===== src/rtl/multicycle_controller.sv =====
// Moore control FSM for a shared-memory multicycle MIPS datapath (fetch/decode/execute/mem/wb).
// Latency with an always-ready memory: lw 5, sw/R-type/addi 4, beq/j 3 cycles.
// Memory states hold mem_req and all other outputs until mem_ready; a watchdog traps hung accesses.
module multicycle_controller #(
  parameter int TIMEOUT_CYCLES = 16
) (
  input  logic       clock,
  input  logic       reset,
  input  logic [5:0] opcode,
  input  logic [5:0] funct,
  input  logic       zero,
  input  logic       mem_ready,
  output logic       mem_req,
  output logic       mem_we,
  output logic       sel_iord,
  output logic       ir_we,
  output logic       pc_en,
  output logic [1:0] sel_pc,
  output logic       sel_alu_a,
  output logic [1:0] sel_alu_b,
  output logic [3:0] alu_ctrl,
  output logic       rf_we,
  output logic [1:0] sel_wa,
  output logic [1:0] sel_result,
  output logic       illegal,
  output logic       err,
  output logic [3:0] state
);

  typedef enum logic [3:0] {
    S_FETCH   = 4'd0,
    S_DECODE  = 4'd1,
    S_MEMADR  = 4'd2,
    S_MEMRD   = 4'd3,
    S_MEMWB   = 4'd4,
    S_MEMWR   = 4'd5,
    S_EXECUTE = 4'd6,
    S_ALUWB   = 4'd7,
    S_BRANCH  = 4'd8,
    S_ADDIEX  = 4'd9,
    S_ADDIWB  = 4'd10,
    S_JUMP    = 4'd11,
    S_ERROR   = 4'd12
  } state_t;

  typedef struct packed {
    logic       mem_req;
    logic       mem_we;
    logic       sel_iord;
    logic       ir_we;
    logic       pc_en;
    logic [1:0] sel_pc;
    logic       sel_alu_a;
    logic [1:0] sel_alu_b;
    logic [3:0] alu_ctrl;
    logic       rf_we;
    logic [1:0] sel_wa;
    logic [1:0] sel_result;
    logic       illegal;
    logic       err;
  } ctl_t;

  localparam logic [5:0] OP_RTYPE = 6'b000000;
  localparam logic [5:0] OP_J     = 6'b000010;
  localparam logic [5:0] OP_BEQ   = 6'b000100;
  localparam logic [5:0] OP_ADDI  = 6'b001000;
  localparam logic [5:0] OP_LW    = 6'b100011;
  localparam logic [5:0] OP_SW    = 6'b101011;

  localparam logic [3:0] ALU_AND = 4'b0000;
  localparam logic [3:0] ALU_OR  = 4'b0001;
  localparam logic [3:0] ALU_ADD = 4'b0010;
  localparam logic [3:0] ALU_SUB = 4'b0110;
  localparam logic [3:0] ALU_SLT = 4'b0111;

  localparam int WD_W = (TIMEOUT_CYCLES > 1) ? $clog2(TIMEOUT_CYCLES) : 1;

  state_t          cur;
  state_t          nxt;
  ctl_t            ctl;
  logic [WD_W-1:0] wd_cnt;
  logic            in_mem;
  logic            wd_hit;

  assign in_mem = (cur == S_FETCH) || (cur == S_MEMRD) || (cur == S_MEMWR);
  // wd_cnt holds prior stalled cycles, so the current stalled cycle is the TIMEOUT_CYCLES-th one
  assign wd_hit = (TIMEOUT_CYCLES != 0) && in_mem && !mem_ready &&
                  (wd_cnt == WD_W'(TIMEOUT_CYCLES - 1));

  always_ff @(posedge clock) begin
    if (reset) begin
      cur    <= S_FETCH;
      wd_cnt <= '0;
    end else begin
      cur <= nxt;
      if (!in_mem || mem_ready || (nxt != cur))
        wd_cnt <= '0;
      else
        wd_cnt <= wd_cnt + WD_W'(1);
    end
  end

  always_comb begin
    ctl = '0;
    nxt = cur;
    case (cur)
      S_FETCH: begin
        ctl.mem_req   = 1'b1;
        ctl.sel_alu_b = 2'b01;
        ctl.alu_ctrl  = ALU_ADD;
        ctl.ir_we     = mem_ready;
        ctl.pc_en     = mem_ready;
        nxt           = mem_ready ? S_DECODE : S_FETCH;
      end
      S_DECODE: begin
        ctl.sel_alu_b = 2'b11;
        ctl.alu_ctrl  = ALU_ADD;
        case (opcode)
          OP_LW, OP_SW: nxt = S_MEMADR;
          OP_RTYPE:     nxt = S_EXECUTE;
          OP_BEQ:       nxt = S_BRANCH;
          OP_ADDI:      nxt = S_ADDIEX;
          OP_J:         nxt = S_JUMP;
          default: begin
            ctl.illegal = 1'b1;
            nxt         = S_FETCH;
          end
        endcase
      end
      S_MEMADR: begin
        ctl.sel_alu_a = 1'b1;
        ctl.sel_alu_b = 2'b10;
        ctl.alu_ctrl  = ALU_ADD;
        nxt           = (opcode == OP_LW) ? S_MEMRD : S_MEMWR;
      end
      S_MEMRD: begin
        ctl.mem_req  = 1'b1;
        ctl.sel_iord = 1'b1;
        nxt          = mem_ready ? S_MEMWB : S_MEMRD;
      end
      S_MEMWB: begin
        ctl.rf_we      = 1'b1;
        ctl.sel_result = 2'b01;
        nxt            = S_FETCH;
      end
      S_MEMWR: begin
        ctl.mem_req  = 1'b1;
        ctl.mem_we   = 1'b1;
        ctl.sel_iord = 1'b1;
        nxt          = mem_ready ? S_FETCH : S_MEMWR;
      end
      S_EXECUTE: begin
        ctl.sel_alu_a = 1'b1;
        nxt           = S_ALUWB;
        case (funct)
          6'b100000: ctl.alu_ctrl = ALU_ADD;
          6'b100010: ctl.alu_ctrl = ALU_SUB;
          6'b100100: ctl.alu_ctrl = ALU_AND;
          6'b100101: ctl.alu_ctrl = ALU_OR;
          6'b101010: ctl.alu_ctrl = ALU_SLT;
          default: begin
            ctl.alu_ctrl = ALU_ADD;
            ctl.illegal  = 1'b1;
            nxt          = S_FETCH;
          end
        endcase
      end
      S_ALUWB: begin
        ctl.rf_we  = 1'b1;
        ctl.sel_wa = 2'b01;
        nxt        = S_FETCH;
      end
      S_BRANCH: begin
        ctl.sel_alu_a = 1'b1;
        ctl.alu_ctrl  = ALU_SUB;
        ctl.sel_pc    = 2'b01;
        ctl.pc_en     = zero;
        nxt           = S_FETCH;
      end
      S_ADDIEX: begin
        ctl.sel_alu_a = 1'b1;
        ctl.sel_alu_b = 2'b10;
        ctl.alu_ctrl  = ALU_ADD;
        nxt           = S_ADDIWB;
      end
      S_ADDIWB: begin
        ctl.rf_we = 1'b1;
        nxt       = S_FETCH;
      end
      S_JUMP: begin
        ctl.sel_pc = 2'b10;
        ctl.pc_en  = 1'b1;
        nxt        = S_FETCH;
      end
      S_ERROR: begin
        ctl.err = 1'b1;
      end
      default: nxt = S_ERROR;
    endcase
    if (wd_hit)
      nxt = S_ERROR;
  end

  assign {mem_req, mem_we, sel_iord, ir_we, pc_en, sel_pc, sel_alu_a, sel_alu_b,
          alu_ctrl, rf_we, sel_wa, sel_result, illegal, err} = reset ? '0 : ctl;
  assign state = cur;

endmodule


===== config.mk =====
export PLATFORM = sky130hd
export DESIGN_NAME = multicycle_controller
export DESIGN_NICKNAME = d
export VERILOG_FILES = /design/src/rtl/multicycle_controller.sv
export SDC_FILE = /design/constraint.sdc
export NUM_CORES = 1
export LEC_CHECK = 0
export ABC_AREA = 1
export CAP_MARGIN = 25
export CORE_MARGIN = 4
export CORE_UTILIZATION = 37
export DETAILED_ROUTE_END_ITERATION = 12
export GPL_TIMING_DRIVEN = 0
export PLACE_DENSITY = 0.79
export REMOVE_ABC_BUFFERS = 1
export SLEW_MARGIN = 20
export SYNTH_ARGS = -nofsm -noshare
export SYNTH_HDL_FRONTEND = slang
export SYNTH_SLANG_ARGS = --single-unit

===== constraint.sdc =====
create_clock -name clock -period 1.2 [get_ports clock]
set_input_delay 0.3 -clock clock [delete_from_list [all_inputs] [get_ports clock]]
set_output_delay 0.3 -clock clock [all_outputs]
set_load 0.01 [all_outputs]

* Yosys cells after proc, flatten, opt, wreduce, memory -nomap -nowiden
Index checks and enable logic that the tools add are counted.
** Cells by class
- Add/sub/neg operators :: 1
- Equal/unequal tests :: 24
- Mux-type cells :: 26
- Reductions and logical operators :: 21
** Operators by type and width (number)
- == test 6 bit (second input constant) :: 7
- case mux 4 bit (9 select lines) :: 1
- == test 4 bit (second input constant) :: 6
- 2-to-1 mux 21 bit :: 1
- case mux 4 bit (5 select lines) :: 1
- == test 4 x 3 -> 1 bit (second input constant) :: 4
- 2-to-1 mux 1 bit :: 12
- 2-to-1 mux 3 bit :: 4
- case mux 3 bit (4 select lines) :: 1
- case mux 4 bit (3 select lines) :: 1
- OR reduction 5 bit :: 2
- == test 4 x 2 -> 1 bit (second input constant) :: 2
- OR reduction 2 bit :: 4
- OR reduction 4 bit :: 2
- == test 6 x 2 -> 1 bit (second input constant) :: 1
- == test 6 x 3 -> 1 bit (second input constant) :: 1
- == test 6 x 4 -> 1 bit (second input constant) :: 1
- logical NOT 6 bit :: 1
- case mux 2 bit (3 select lines) :: 1
- OR reduction 3 bit :: 2
- OR reduction 6 bit :: 1
- adder 4 x 1 -> 4 bit (second input constant) :: 1
- == test 4 x 1 -> 1 bit (second input constant) :: 1
- logical NOT 4 bit :: 1
- 8 further kinds :: 13
** Storage, ports and cells
- Register bits :: 8
- Input port bits :: 16
- Output and inout port bits :: 25
- Word-level logic and storage cells :: 74

* Logic depth before layout (Yosys ltp)
Gate-level depths: netlist (run 1).
- Depth in word-level cells :: 9
- Depth in mapped cells :: 12
- Depth with buffers taken out :: 12

* Least setup slack after synthesis (run 1)
OpenSTA, ideal clock, no wires.
- Kind :: flip-flop to output port
- Start point :: register cur[2], in the netlist state[2]
- End point :: output pc_en
- Arrival :: 1.214 ns
- Required time :: 0.900 ns
- Setup slack :: -0.314 ns
- Stages on the path, launching flop included :: 7
- Buffers on the path :: 0
- Cells stage by stage :: dfxtp_1 nor2_2 nand2_1 nor2_1 inv_1 nor2_1 a211o_1
** On the way
- Word-level cells in the longest chain between the ends :: 3
- Elaborated cells between the ends (all ways) :: 5
- Classes of those cells :: eq/ne: 2; mux: 2; reduce/logical: 1
** RTL lines
- from (decl) :: RTL line 78 : state_t cur;
- from (signal assigned) :: RTL line 95 : cur <= nxt;
- == test 4 bit / logical NOT 4 bit (equally long branches) :: RTL line 106 : case (cur)
- case mux 1 bit (3 select lines) * :: RTL line 106
- 2-to-1 mux 21 bit * :: RTL line 205 : alu_ctrl, rf_we, sel_wa, sel_result, illegal, err} = reset ? '0 : ctl;
- to (decl) :: RTL line 17 : output logic pc_en,
Every way passes the cells marked *; elsewhere a longest branch is shown, timed or not.

* Final worst setup path (run 1)
- Start point :: register cur[2], in the netlist state[2]
- End point :: output illegal
** On the way
- Word-level cells in the longest chain between the ends :: 3
- Elaborated cells between the ends (all ways) :: 4
- Classes of those cells :: eq/ne: 2; mux: 2
** RTL lines
- == test 4 x 3 -> 1 bit / == test 4 x 1 -> 1 bit (equally long branches) :: RTL line 106
- case mux 1 bit (2 select lines) * :: RTL line 106
- 2-to-1 mux 21 bit * :: RTL line 205
- to (decl) :: RTL line 25 : output logic illegal,
Marks and branches as above.

==> impl_results.rst, run 1 <==
.. list-table::
   :header-rows: 1

   * - Metric
     - Value
   * - P_int
     - roughly 0.5 mW
   * - Endpoint of the worst setup timing path
     - illegal
   * - Die Span Y
     - between 50 and 60 um
   * - CTS H-tree depth
     - 1
   * - Share of post-route cells with drive strength above 1
     - 0.513
   * - Congestion Overflow GR
     - 0
   * - Clock input transition at the sequential cells of the worst setup and hold paths
     - 0.06 ns
   * - Area of the die
     - 3320 um2
   * - Number of instances in the synthesized netlist
     - 174
   * - Maximum vdd drop
     - 0.000818 V
   * - Count of endpoints failing setup in the final report
     - 29
   * - Sequential share of the synthesized area
     - 0.176
   * - Maximum number of pins on one net before global-route repair
     - 18
   * - Setup repair after global routing missed its margin
     - true
   * - Avg Inst Size Synth
     - 5.23 um2
   * - Post-route core utilization
     - 0.758
   * - Req. time, crit path
     - 0.90 ns
   * - Fraction of power consumed by the clock network
     - 0.298
   * - Delay of the slowest cell on the worst path
     - 0.37 ns
   * - Total power after layout
     - ~0.80 mW
   * - DRC violation count after routing
     - 0
   * - Avg WL per Cell
     - approximately 16 um
   * - Worst path most repeated cell
     - sky130_fd_sc_hd__buf_6
   * - Cell Count, Final, Fillers Out
     - 264
   * - Yosys warns
     - 0
   * - Critical R2R Capture
     - wd_cnt[1]
   * - Final worst path period share
     - 1.55
   * - Flop pwr share
     - 0.342
   * - First drt pass iteration count
     - 4
   * - Reg2reg path depth
     - 12
   * - Maximum clock frequency
     - 0.537 GHz
   * - All-Layer GR Usage
     - 0.208
   * - Final max-slew violation count
     - 0
   * - Number of sinks driven by the clock tree
     - 8
   * - Critical path class
     - reg2out
   * - Violated checks
     - setup timing
   * - Count of antenna-violating nets left after detailed routing
     - 0
   * - Time the worst path needs with I/O delays and setup
     - 1.86 ns
   * - HPWL Detailed
     - 1980 um
   * - Vias in the first global route
     - 1,272
   * - Critical path cell sequence
     - nor2_4, buf_6, buf_6, nand2_4, inv_2, nand3b_1, o22ai_1, buf_2
   * - Cell area after synthesis
     - 910 um2
   * - Drt total wl
     - 4180 um
   * - Setup Total Neg Slack
     - -11.42 ns
   * - Post-synth EDFFs
     - 0
   * - First-pass GRT wire length
     - between 5000 and 6000 um
   * - Number of buffers on the longest clock path
     - 2
   * - Post-DR vias/cell
     - 5.57
   * - Number of nets in the final layout
     - 255
   * - Clock latency at the later pin of the worst-skew pair
     - 0.27 ns
   * - Sort of element at the start of the critical path
     - register
   * - Number of clock buffers inserted by TritonCTS
     - 3
   * - Proportion of power drawn by combinational gates
     - 0.360
   * - Crit path max fanout
     - 4
   * - Setup slack of the critical path after layout
     - -0.664 ns
   * - Fraction of registers with async set/reset
     - 0
   * - Root Driver
     - sky130_fd_sc_hd__clkbuf_4
   * - Iteration-0 DRC Markers
     - 52
   * - Antenna violations before repair
     - 0
   * - Buffers on Ports
     - 37
   * - Count of pins on the block boundary
     - 41
   * - # rows
     - 17
   * - Count of state elements after synthesis
     - 8
   * - Type of the most critical hold path
     - reg2reg
   * - Count of final hold-check violations
     - 0
   * - Post-synth cell types
     - 23
   * - Critical-path top delay cell
     - sky130_fd_sc_hd__dfxtp_4
   * - CTS tree
     - done
   * - Result of the run
     - finished, violations left
   * - Signed area change from the synthesized netlist to the final layout
     - 89.5%
   * - Inserted Diodes
     - 0
   * - Global placement routability congestion
     - about 0.8
   * - Dominant register cell in the synthesized netlist
     - sky130_fd_sc_hd__dfxtp_1
   * - Starting Density
     - 0.400
   * - Dpl cells
     - around 240
   * - Worst clock skew
     - around 0.004 ns
   * - CORE AREA
     - between 2000 and 2500 um2
   * - Switching share of total power
     - 0.378
   * - Vias after detailed routing
     - 1,470
   * - Slack of the worst reg-to-reg path
     - -0.51 ns
   * - Worst setup EP type
     - output port
   * - CP arrival
     - around 1.6 ns
   * - Leakage power
     - 0.923 nW
   * - Pwr/cell area
     - 466 nW/um2
   * - Launching element of the worst setup path
     - state[2]
   * - Overall die width
     - 57.6 um
   * - Switching power of the nets
     - 0.304 mW
   * - Max-capacitance violation count
     - 0
   * - RR Startpoint
     - state[3]
[power by group through the flow]
stage	Clock (mW)	Sequential [mW]	Combinational, mW
2_1_floorplan	0	0.284	0.101
3_3_place_gp	0	0.284	0.216
3_5_place_dp	0	0.284	0.217
4_1_cts	0.216	0.274	0.239
5_1_grt	0.251	0.276	0.311
6_report	0.239	0.275	0.290
[critical path, delay by kind of cell (launching register included)]
family                 cells  cell delay [ns]
buffers and inverters      4             0.46
flip-flops                 1             0.37
AND/OR/NAND/NOR            3             0.34
AO/OA/AOI/OAI              1             0.12
[area by class of cell]
class	count	area, um2
Clock buffer	3	22.5
Fill cell	155	552
Inverter	27	104
Multi-Input combinational cell	136	890
Sequential cell	8	175
Tap cell	28	35.0
Timing Repair Buffer	62	498
[metrics by stage]
stage / cell area (um2) / setup slack [ns] / hold WS [ns]
6_report: 1720 / -0.664 / 0.447
5_1_grt: 1720 / -0.748 / 0.487
4_1_cts: 1510 / -0.519 / 0.398
3_5_place_dp: 1280 / -1.40 / 0.435
3_3_place_gp: 1280 / -1.41 / 0.430
2_1_floorplan: 880 / -0.315 / 0.369
[repair_timing]
action	4_1_cts	5_1_grt
cloned	0	0
hold buffers	0	0
setup endpoints to repair	30	30
resized for setup	153	57
buffers inserted	20	5
pin swaps	24	14
[sequential cells by signal (all words and copies together), names as in the netlist]
name,flops
state,4
wd_cnt,4
[synthesized netlist by cell type (2+ instances only)]
library cell,count,area (um2)
sky130_fd_sc_hd__o21ai_0,3,15.0
sky130_fd_sc_hd__buf_4,3,22.5
sky130_fd_sc_hd__nor2_1,41,154
sky130_fd_sc_hd__inv_1,26,97.6
sky130_fd_sc_hd__nand2_1,43,161
sky130_fd_sc_hd__nand3_2,3,30.0
sky130_fd_sc_hd__nand3_1,15,75.1
sky130_fd_sc_hd__o22ai_1,2,12.5
sky130_fd_sc_hd__nor3_1,5,25.0
sky130_fd_sc_hd__nor2_2,3,18.8
sky130_fd_sc_hd__dfxtp_1,8,160
sky130_fd_sc_hd__a21oi_1,11,55.1
[logic make-up (layout without fill, tap and decap cells)]
logic type               count (synthesis)  after routing  share of synthesized area
XOR/XNOR                                 2              2                     0.0193
AND/OR/NAND/NOR                        112            112                      0.525
other                                    1              3                    0.00412
buffers and inverters                   32             92                      0.153
AO/OA/AOI/OAI                           18             18                      0.109
flip-flops                               8              8                      0.176
adder cells (fa/ha/maj)                  1              1                     0.0138
[layer usage]
layer | GRT usage | vias to the layer above | part of all wire
met3 | 0.0498 | 10 | 0.10
met5 | 0 | - | 0
met1 | 0.260 | 684 | 0.40
met4 | 0.0927 | 0 | 0.016
li1 | - | 669 | -
met2 | 0.337 | 107 | 0.48
[cell usage in the layout, fill, tap and decap left out, types with 2 or more instances in the layout]
cell type                       instances
sky130_fd_sc_hd__nand2_4                6
sky130_fd_sc_hd__a21oi_2                5
sky130_fd_sc_hd__inv_2                 10
sky130_fd_sc_hd__nand3_2                6
sky130_fd_sc_hd__buf_2                 15
sky130_fd_sc_hd__clkbuf_4               3
sky130_fd_sc_hd__dfxtp_1                4
sky130_fd_sc_hd__dfxtp_4                4
sky130_fd_sc_hd__nand3_4                2
sky130_fd_sc_hd__a21oi_1                6
sky130_fd_sc_hd__nor2_1                24
sky130_fd_sc_hd__inv_1                 16
sky130_fd_sc_hd__buf_4                 17
sky130_fd_sc_hd__dlygate4sd2_1         14
sky130_fd_sc_hd__conb_1                 3
sky130_fd_sc_hd__nand3_1               10
sky130_fd_sc_hd__nor3_1                 4
sky130_fd_sc_hd__nand2_1               23
sky130_fd_sc_hd__nor2_2                 8
sky130_fd_sc_hd__nand2_2               13
sky130_fd_sc_hd__o21ai_1                2
sky130_fd_sc_hd__nor2_4                12
sky130_fd_sc_hd__buf_6                 14
[worst min path at each step]
stage                    from         to  cells after the start
floorplan               reset   state[2]                      1
global placement    wd_cnt[0]  wd_cnt[0]                      1
detailed placement  wd_cnt[0]  wd_cnt[0]                      1
CTS                     reset   state[0]                      2
global route        wd_cnt[0]  wd_cnt[0]                      1
finish              wd_cnt[0]  wd_cnt[0]                      1
(Power assumes the default switching activity.)
==> run 2: changes to the inputs <==
--- a/config.mk
+++ b/config.mk
@@ -7,7 +7,6 @@
 export LEC_CHECK = 0
 export ABC_AREA = 1
 export CAP_MARGIN = 25
-export CORE_MARGIN = 4
 export CORE_UTILIZATION = 37
 export DETAILED_ROUTE_END_ITERATION = 12
 export GPL_TIMING_DRIVEN = 0
==> impl_results.rst, run 2 (same netlist as run 1, synthesis figures left out) <==
.. list-table::
   :header-rows: 1

   * - Metric
     - Value
   * - Clock latency at the later pin of the worst-skew pair
     - 0.27 ns
   * - Pwr/cell area
     - 458 nW/um2
   * - Type of the most critical hold path
     - in2reg
   * - Switching power of the nets
     - 0.296 mW
   * - First-pass GRT wire length
     - 5220 um
   * - Clock input transition at the sequential cells of the worst setup and hold paths
     - 0.07 ns
   * - Critical path class
     - reg2out
   * - HPWL Detailed
     - 2020 um
   * - Setup slack of the critical path after layout
     - -0.669 ns
   * - Total power after layout
     - 0.805 mW
   * - Inserted Diodes
     - 0
   * - Congestion Overflow GR
     - 0
   * - Number of buffers on the longest clock path
     - 2
   * - Final worst path period share
     - 1.56
   * - Setup repair after global routing missed its margin
     - true
   * - Sink of the worst hold path
     - state[0]
   * - CTS H-tree depth
     - 1
   * - Worst setup EP type
     - output port
   * - Post-DR vias/cell
     - 5.47
   * - Setup Total Neg Slack
     - -11.89 ns
   * - Delay of the slowest cell on the worst path
     - 0.37 ns
   * - Root Driver
     - sky130_fd_sc_hd__clkbuf_4
   * - Drt total wl
     - 4190 um
   * - All-Layer GR Usage
     - 0.257
   * - Iteration-0 DRC Markers
     - 68
   * - DRC violation count after routing
     - 0
   * - Global placement routability congestion
     - 0.884
   * - First drt pass iteration count
     - 4
   * - Crit path max fanout
     - 4
   * - Reg2reg path depth
     - 13
   * - Commonest cells after routing, fill and taps aside
     - sky130_fd_sc_hd__nand2_1 (28), sky130_fd_sc_hd__nor2_1 (22), sky130_fd_sc_hd__buf_2 (20)
   * - Final max-slew violation count
     - 0
   * - Switching share of total power
     - 0.367
   * - Time the worst path needs with I/O delays and setup
     - approximately 1.9 ns
   * - Critical R2R Capture
     - wd_cnt[3]
   * - Proportion of power drawn by combinational gates
     - 0.378
   * - Vias in the first global route
     - 1,232
   * - Buffer and inverter count on the worst path
     - 3
   * - Maximum number of pins on one net before global-route repair
     - 18
   * - Antenna violations before repair
     - 0
   * - Fraction of power consumed by the clock network
     - 0.276
   * - Maximum vdd drop
     - about 0.0006 V
   * - Leakage power
     - 0.925 nW
   * - Buffers on Ports
     - 37
   * - Count of pins on the block boundary
     - 41
   * - RR Startpoint
     - state[2]
   * - Critical-path top delay cell
     - sky130_fd_sc_hd__dfxtp_4
   * - Count of antenna-violating nets left after detailed routing
     - 0
   * - Area of the die
     - 2660 um2
   * - Flop pwr share
     - 0.346
   * - CTS tree
     - done
   * - Vias after detailed routing
     - 1,478
   * - Count of endpoints failing setup in the final report
     - 26
   * - Count of final hold-check violations
     - 0
   * - Number of clock buffers inserted by TritonCTS
     - 3
   * - Starting Density
     - 0.403
   * - # rows
     - 17
   * - Slack of the worst reg-to-reg path
     - -0.48 ns
   * - Signed area change from the synthesized netlist to the final layout
     - 93.4%
   * - Critical path cell sequence
     - nor2_4, buf_6, nand2_4, nor2_4, inv_2, nor2_2, a211o_1, buf_2
   * - Worst path most repeated cell
     - sky130_fd_sc_hd__nor2_4
   * - Number of sinks driven by the clock tree
     - 8
   * - P_int
     - 0.510 mW
   * - CORE AREA
     - 2250 um2
   * - Result of the run
     - finished, violations left
   * - Most common cell after layout, fill and taps aside
     - sky130_fd_sc_hd__nand2_1
   * - Avg WL per Cell
     - about 16 um
   * - Top delay family on crit path
     - simple AND/OR/NAND/NOR gates
   * - Overall die width
     - 51.6 um
   * - Req. time, crit path
     - 0.90 ns
   * - Share of post-route cells with drive strength above 1
     - 0.504
   * - Critical hold path startpoint
     - reset
   * - Worst clock skew
     - 0.0148 ns
   * - Number of hold buffers added after cts
     - 0
   * - Die Span Y
     - 51.6 um
   * - CP arrival
     - 1.57 ns
   * - Worst hold stages
     - 2
   * - Maximum clock frequency
     - 0.535 GHz
   * - Number of nets in the final layout
     - 261
   * - Sort of element at the start of the critical path
     - register
   * - Max-capacitance violation count
     - 0
   * - Violated checks
     - setup timing
## run 2: metrics by stage
stage           util  worst slack, ns  area, um2  hold WS, ns  cells
6_report       0.780           -0.669       1760        0.442    270
5_1_grt        0.780           -0.706       1760        0.445    270
4_1_cts        0.686           -0.549       1550        0.411    262
3_5_place_dp   0.570            -1.43       1280        0.454    236
3_3_place_gp   0.570            -1.42       1280        0.429    236
2_1_floorplan      -           -0.315        880        0.369    171
## run 2: power groups by stage
| stage | clock (mW) | sequential (mW) | combinational (mW) |
|---|---|---|---|
| floorplan | 0 | 0.284 | 0.101 |
| global placement | 0 | 0.285 | 0.216 |
| detailed placement | 0 | 0.285 | 0.218 |
| CTS | 0.215 | 0.276 | 0.248 |
| global route | 0.241 | 0.279 | 0.325 |
| finish | 0.222 | 0.279 | 0.304 |
## run 2: layout make-up
type / instances / area [um2]
multi-input cells: 136 / 876
clock buffers: 3 / 22.5
fillers: 161 / 495
repair buffers: 68 / 544
well taps: 28 / 35.0
inverters: 27 / 106
flip-flops and latches: 8 / 175
## run 2: layer usage
layer  GRT usage  wire length (um)
met1       0.312              1610
met2       0.470              2010
met3      0.0263               290
met4      0.0811               284
met5           0                 0
## run 2: worst max-delay path by stage
| stage | startpoint | to | slack [ns] | cells past startpoint |
|---|---|---|---|---|
| final | state[2] | pc_en | -0.67 | 8 |
| after global routing | state[2] | pc_en | -0.71 | 8 |
| after floorplan | state[2] | pc_en | -0.31 | 6 |
| after global placement | reset | pc_en | -1.42 | 6 |
| after CTS | state[3] | pc_en | -0.55 | 8 |
| after detailed placement | reset | pc_en | -1.43 | 6 |
## run 2: what timing repair did
| item | in CTS | in global routing |
|---|---|---|
| gates resized for setup | 167 | 47 |
| cloned | 0 | 0 |
| endpoints found under the setup margin | 30 | 28 |
| buffers inserted | 24 | 11 |
| pin swaps | 27 | 22 |
## run 2: worst reg2reg max path: cells and delay by family (launching register included)
kind | cells | cell delay, ns
flip-flops | 1 | 0.37
buffers and inverters | 3 | 0.42
AND/OR/NAND/NOR | 10 | 0.78
